==> src/rtl/addsub_accumulator_pkg.sv <==
// Shared definitions for the add/subtract accumulator: state encoding and default width.
package addsub_accumulator_pkg;

    localparam int unsigned WIDTH_DEFAULT = 8;

    typedef enum logic [1:0] {
        ST_IDLE  = 2'd0,
        ST_LOAD  = 2'd1,
        ST_ACCUM = 2'd2,
        ST_DONE  = 2'd3
    } state_t;

endpackage

==> src/rtl/addsub_accumulator_core.sv <==
// Combinational two's-complement add/subtract with signed-overflow detection.
module addsub_core #(
    parameter int unsigned WIDTH = 8
) (
    input  logic [WIDTH-1:0] a,
    input  logic [WIDTH-1:0] b,
    input  logic             sub,
    output logic [WIDTH-1:0] result,
    output logic             ovf
);

    always_comb begin
        result = sub ? (a - b) : (a + b);
        // add: same-sign operands flip the sign; sub: differing signs flip it
        if (sub)
            ovf = (a[WIDTH-1] != b[WIDTH-1]) && (result[WIDTH-1] != a[WIDTH-1]);
        else
            ovf = (a[WIDTH-1] == b[WIDTH-1]) && (result[WIDTH-1] != a[WIDTH-1]);
    end

endmodule

==> src/rtl/addsub_accumulator.sv <==
// Sequence accumulator: accepts len operands after start, adding or subtracting each,
// with a sticky signed-overflow flag and a one-cycle done pulse.
module addsub_accumulator
    import addsub_accumulator_pkg::*;
#(
    parameter int unsigned WIDTH = WIDTH_DEFAULT
) (
    input  logic             clk,
    input  logic             rst,
    input  logic             start,
    input  logic [3:0]       len,
    input  logic             op_valid,
    output logic             op_ready,
    input  logic [WIDTH-1:0] operand,
    input  logic             sub,
    output logic [WIDTH-1:0] acc,
    output logic             zero,
    output logic             overflow,
    output logic [3:0]       count,
    output logic             busy,
    output logic             done
);

    state_t           state;
    logic [3:0]       len_q;
    logic [3:0]       count_inc;
    logic [WIDTH-1:0] core_a;
    logic [WIDTH-1:0] core_result;
    logic             core_ovf;

    // The first operand is applied against zero, so LOAD reuses the same adder
    assign core_a    = (state == ST_LOAD) ? '0 : acc;
    assign count_inc = count + 4'd1;
    assign zero      = (acc == '0);

    addsub_core #(.WIDTH(WIDTH)) u_core (
        .a      (core_a),
        .b      (operand),
        .sub    (sub),
        .result (core_result),
        .ovf    (core_ovf)
    );

    always_ff @(posedge clk or posedge rst) begin
        if (rst) begin
            state    <= ST_IDLE;
            len_q    <= '0;
            acc      <= '0;
            count    <= '0;
            overflow <= 1'b0;
            done     <= 1'b0;
            busy     <= 1'b0;
            op_ready <= 1'b0;
        end else begin
            done <= 1'b0;
            case (state)
                ST_IDLE: begin
                    if (start) begin
                        len_q    <= len;
                        acc      <= '0;
                        count    <= '0;
                        overflow <= 1'b0;
                        if (len == 4'd0) begin
                            state <= ST_DONE;
                            done  <= 1'b1;
                        end else begin
                            state    <= ST_LOAD;
                            busy     <= 1'b1;
                            op_ready <= 1'b1;
                        end
                    end
                end
                ST_LOAD, ST_ACCUM: begin
                    if (op_valid && op_ready) begin
                        acc      <= core_result;
                        count    <= count_inc;
                        overflow <= overflow | core_ovf;
                        if (count_inc == len_q) begin
                            state    <= ST_DONE;
                            done     <= 1'b1;
                            busy     <= 1'b0;
                            op_ready <= 1'b0;
                        end else begin
                            state <= ST_ACCUM;
                        end
                    end
                end
                default: state <= ST_IDLE;
            endcase
        end
    end

endmodule

==> config.mk <==
export PLATFORM = sky130hd
export DESIGN_NAME = addsub_accumulator
export DESIGN_NICKNAME = d
export VERILOG_FILES = /design/src/rtl/addsub_accumulator_pkg.sv /design/src/rtl/addsub_accumulator_core.sv /design/src/rtl/addsub_accumulator.sv
export SDC_FILE = /design/constraint.sdc
export NUM_CORES = 1
export LEC_CHECK = 0
export CAP_MARGIN = 10
export CELL_PAD_IN_SITES_DETAIL_PLACEMENT = 1
export CELL_PAD_IN_SITES_GLOBAL_PLACEMENT = 1
export CORE_UTILIZATION = 35
export CTS_BUF_LIST = sky130_fd_sc_hd__clkbuf_2 sky130_fd_sc_hd__clkbuf_4 sky130_fd_sc_hd__clkbuf_8
export CTS_CLUSTER_DIAMETER = 30
export DETAILED_ROUTE_END_ITERATION = 6
export HOLD_SLACK_MARGIN = 0.08
export PLACE_DENSITY_LB_ADDON = 0.1
export SYNTH_ARGS = -nofsm -noshare
export SYNTH_HDL_FRONTEND = slang
export SYNTH_SLANG_ARGS = --single-unit
==> constraint.sdc <==
create_clock -name clk -period 2.45 [get_ports clk]
set_clock_uncertainty 0.2 [all_clocks]
set_input_delay 0.3675 -clock clk [delete_from_list [all_inputs] [get_ports clk]]
set_output_delay 0.3675 -clock clk [all_outputs]
set_load 0.02 [all_outputs]
==> run summary <==
Status = finished, violations left
Failing checks = setup timing
Sequential area share after synthesis = 0.338
FILL cells = 483
Fin. max-slew vios = 0
Area delta synth->final = 55.1%
Die width = 68.7 um
Non-Filler Instances = 297
Crit path arrival time = 2.50 ns
Fraction of registers with async set/reset = 1.00
CTS root buf = clkbuf_8
Max clock buf depth = 2
Switching power = 1.37 mW
Top_reg_cell synth = dfrtp_1
Comb power frac = 0.716
Syn Area/Cell = 9.09 um2
Buffers on Ports = 33
Crit share post-route = 1.04
Period minus WS final = 2.55 ns
Worst r2r path cells = 10
Startpoint types = register
Internal power = 1.74 mW
Worst setup margin = -0.102 ns
Post-DRT Antenna Nets = 0
Largest net degree at the start of global routing = 22
CTS tree = done
Synthesis Warnings = 0
Gr ovfl total = 0
Critical Path Sink Type = register
FMAX = 0.392 GHz
Share of layout cells above drive strength 1 = 0.336
Final Hold Viols = 0
Most frequent cells in the layout = 43 x buf_4, 25 x clkdlybuf4s50_1, 21 x dfrtp_1, 18 x o21ai_0, 17 x nand2_1
Placed Cells = 280
Clock Latency Late Sink = 0.26 ns
EDFF count, synth = 0
DR pass1 iterations = 4
GP Congestion = 0.897
Hold Slack = 0.238 ns
HPWL after DPL = 3.61 mm
DRT iter0 DRCs = 64
Leakage power = 1.11 nW
Site Rows = 23
Clock slew at reported path FFs = 0.08 ns
Worst slack, placed = -0.709 ns
Die Y = 68.7 um
Sw Share = 0.440
Sequential power share = 0.206
TritonCTS Buffers = 3
Initial Util = 0.375
Gr usage total = 0.219
Hold buffer count at cts = 0
Most common cell after layout, fill and taps aside = buf_4
ANT cells = 0
Wirelength per Cell = 16.8 um
Core area = 4140 um2
Cell Area, Placed = 2150 um2
Cell Area, Synth = 1560 um2
H-tree levels = 1
Clk pwr share = 0.077
Synth Net Count = 201
Post-route cell area = 2410 um2
RSZ-0062 raised after global routing = yes
CP max-delay cell = dfrtp_1
Yosys reg bits = 21
Post-Route WL = 4.98 mm
Final setup viols = 1
CP peak stage delay = 0.40 ns
Ports = 34
Initial antenna violation count = 0
First-pass GRT wire length = 7.50 mm
Critical path fanouts, max = 6
Max-cap violations = 0
Hold crit path type = in -> async
Worst-margin pin slew = 0.338 ns
Via Count = 1543
IR drop worst, VDD = 0.523 mV
Req. time, crit path = 2.39 ns
Via/cell ratio = 5.20
Clk sinks = 21
Power Dens Cells = 1290 nW/um2
Synth cell types = 39
Die ar. = 4710 um2
Vias in the first global route = 1585
Setup CP Type = reg -> reg
CP cell instances = inv_2 > ha_4 > and2b_1 > ha_1 > nor2b_4 > o31a_1 > o21ai_2 > xnor2_2 > xor2_1 > a21oi_1
Worst rel slew slack = 0.773
Final nets = 278
Post-Syn Instances = 171
DRC violations left = 0
-- flip-flops by register name, indices dropped and copies added, names as in the netlist --
name,count
count,4
state,2
len_q,4
overflow,1
acc,8
busy,1
done,1
-- logic make-up after synthesis --
| logic type | synth area share |
|---|---|
| adders and majority gates | 0.109 |
| muxes | 0.0426 |
| and+or+nand+nor | 0.188 |
| buffers and inverters | 0.0499 |
| xor gates and xnor gates | 0.106 |
| AOI/OAI and AO/OA | 0.166 |
| DFF | 0.338 |
-- Yosys cell counts, drive strengths merged (2+ instances only) --
cell    number  share of area
a21oi        8          0.028
xnor2       14          0.084
ha          12          0.097
a32o         2          0.013
nor2        14          0.034
nor2b        3          0.017
and2b        6          0.029
or4          2         0.0097
o31ai        2         0.0097
nor4         2          0.018
mux2         5          0.036
dfrtp       21           0.34
o21ai       22          0.071
buf          4          0.014
nor3         3         0.0097
xor2         4          0.023
nand2b       3          0.012
inv         11          0.027
a31oi        2         0.0080
nand2       18          0.043
-- routing by layer --
layer	wire length (um)	vias up	track usage
li1	-	746	-
met1	2230	762	0.271
met2	2540	28	0.401
met3	161	7	0.0378
met4	40	0	0.0313
met5	0	-	0
-- through the flow --
step	setup TNS, ns	power [mW]	util
floorplan	0	1.75	-
global placement	-3.02	2.44	0.518
detailed placement	-3.57	2.54	0.518
CTS	-0.0428	2.95	0.563
global route	-0.458	3.35	0.582
finish	-0.102	3.11	0.582
-- critical path, delay by kind of cell (launching register included) --
kind | cells | cell delay, ns
compound gates | 3 | 0.60
xor+xnor | 2 | 0.32
fa+ha+maj | 2 | 0.47
buf+inv | 1 | 0.08
flops | 1 | 0.40
simple gates | 2 | 0.35
-- power by group through the flow --
stage / clock network, mW / logic, mW / registers (mW)
floorplan: 0 / 1.04 / 0.713
global placement: 0 / 1.81 / 0.631
detailed placement: 0 / 1.90 / 0.645
CTS: 0.248 / 2.06 / 0.644
global route: 0.262 / 2.43 / 0.661
finish: 0.240 / 2.22 / 0.641
-- cell type report --
type,instances,area (um2),area share
Timing Repair Buffer,77,656,0.272
Clock buffer,4,48.8,0.0202
Sequential cell,21,526,0.218
Tap cell,50,62.6,0.0259
Inverter,11,41.3,0.0171
Multi-Input combinational cell,134,1080,0.447
-- path summary, 6_finish.rpt --
path	start	to	slack, ns
worst max-delay path	state[1]	overflow	-0.10
worst min-delay path	rst	acc[6]	0.24
worst max register to register	state[1]	overflow	-0.10
worst min register to register	len_q[1]	len_q[1]	0.33
max in group asynchronous	rst	count[2]	1.59
min in group clk	len_q[1]	len_q[1]	0.33
-- repair_timing --
item | CTS | global route
setup buffers | 9 | 4
pin swaps | 12 | 10
gates resized for setup | 33 | 12
endpoints found under the setup margin | 7 | 7
(Power assumes the default switching activity.)
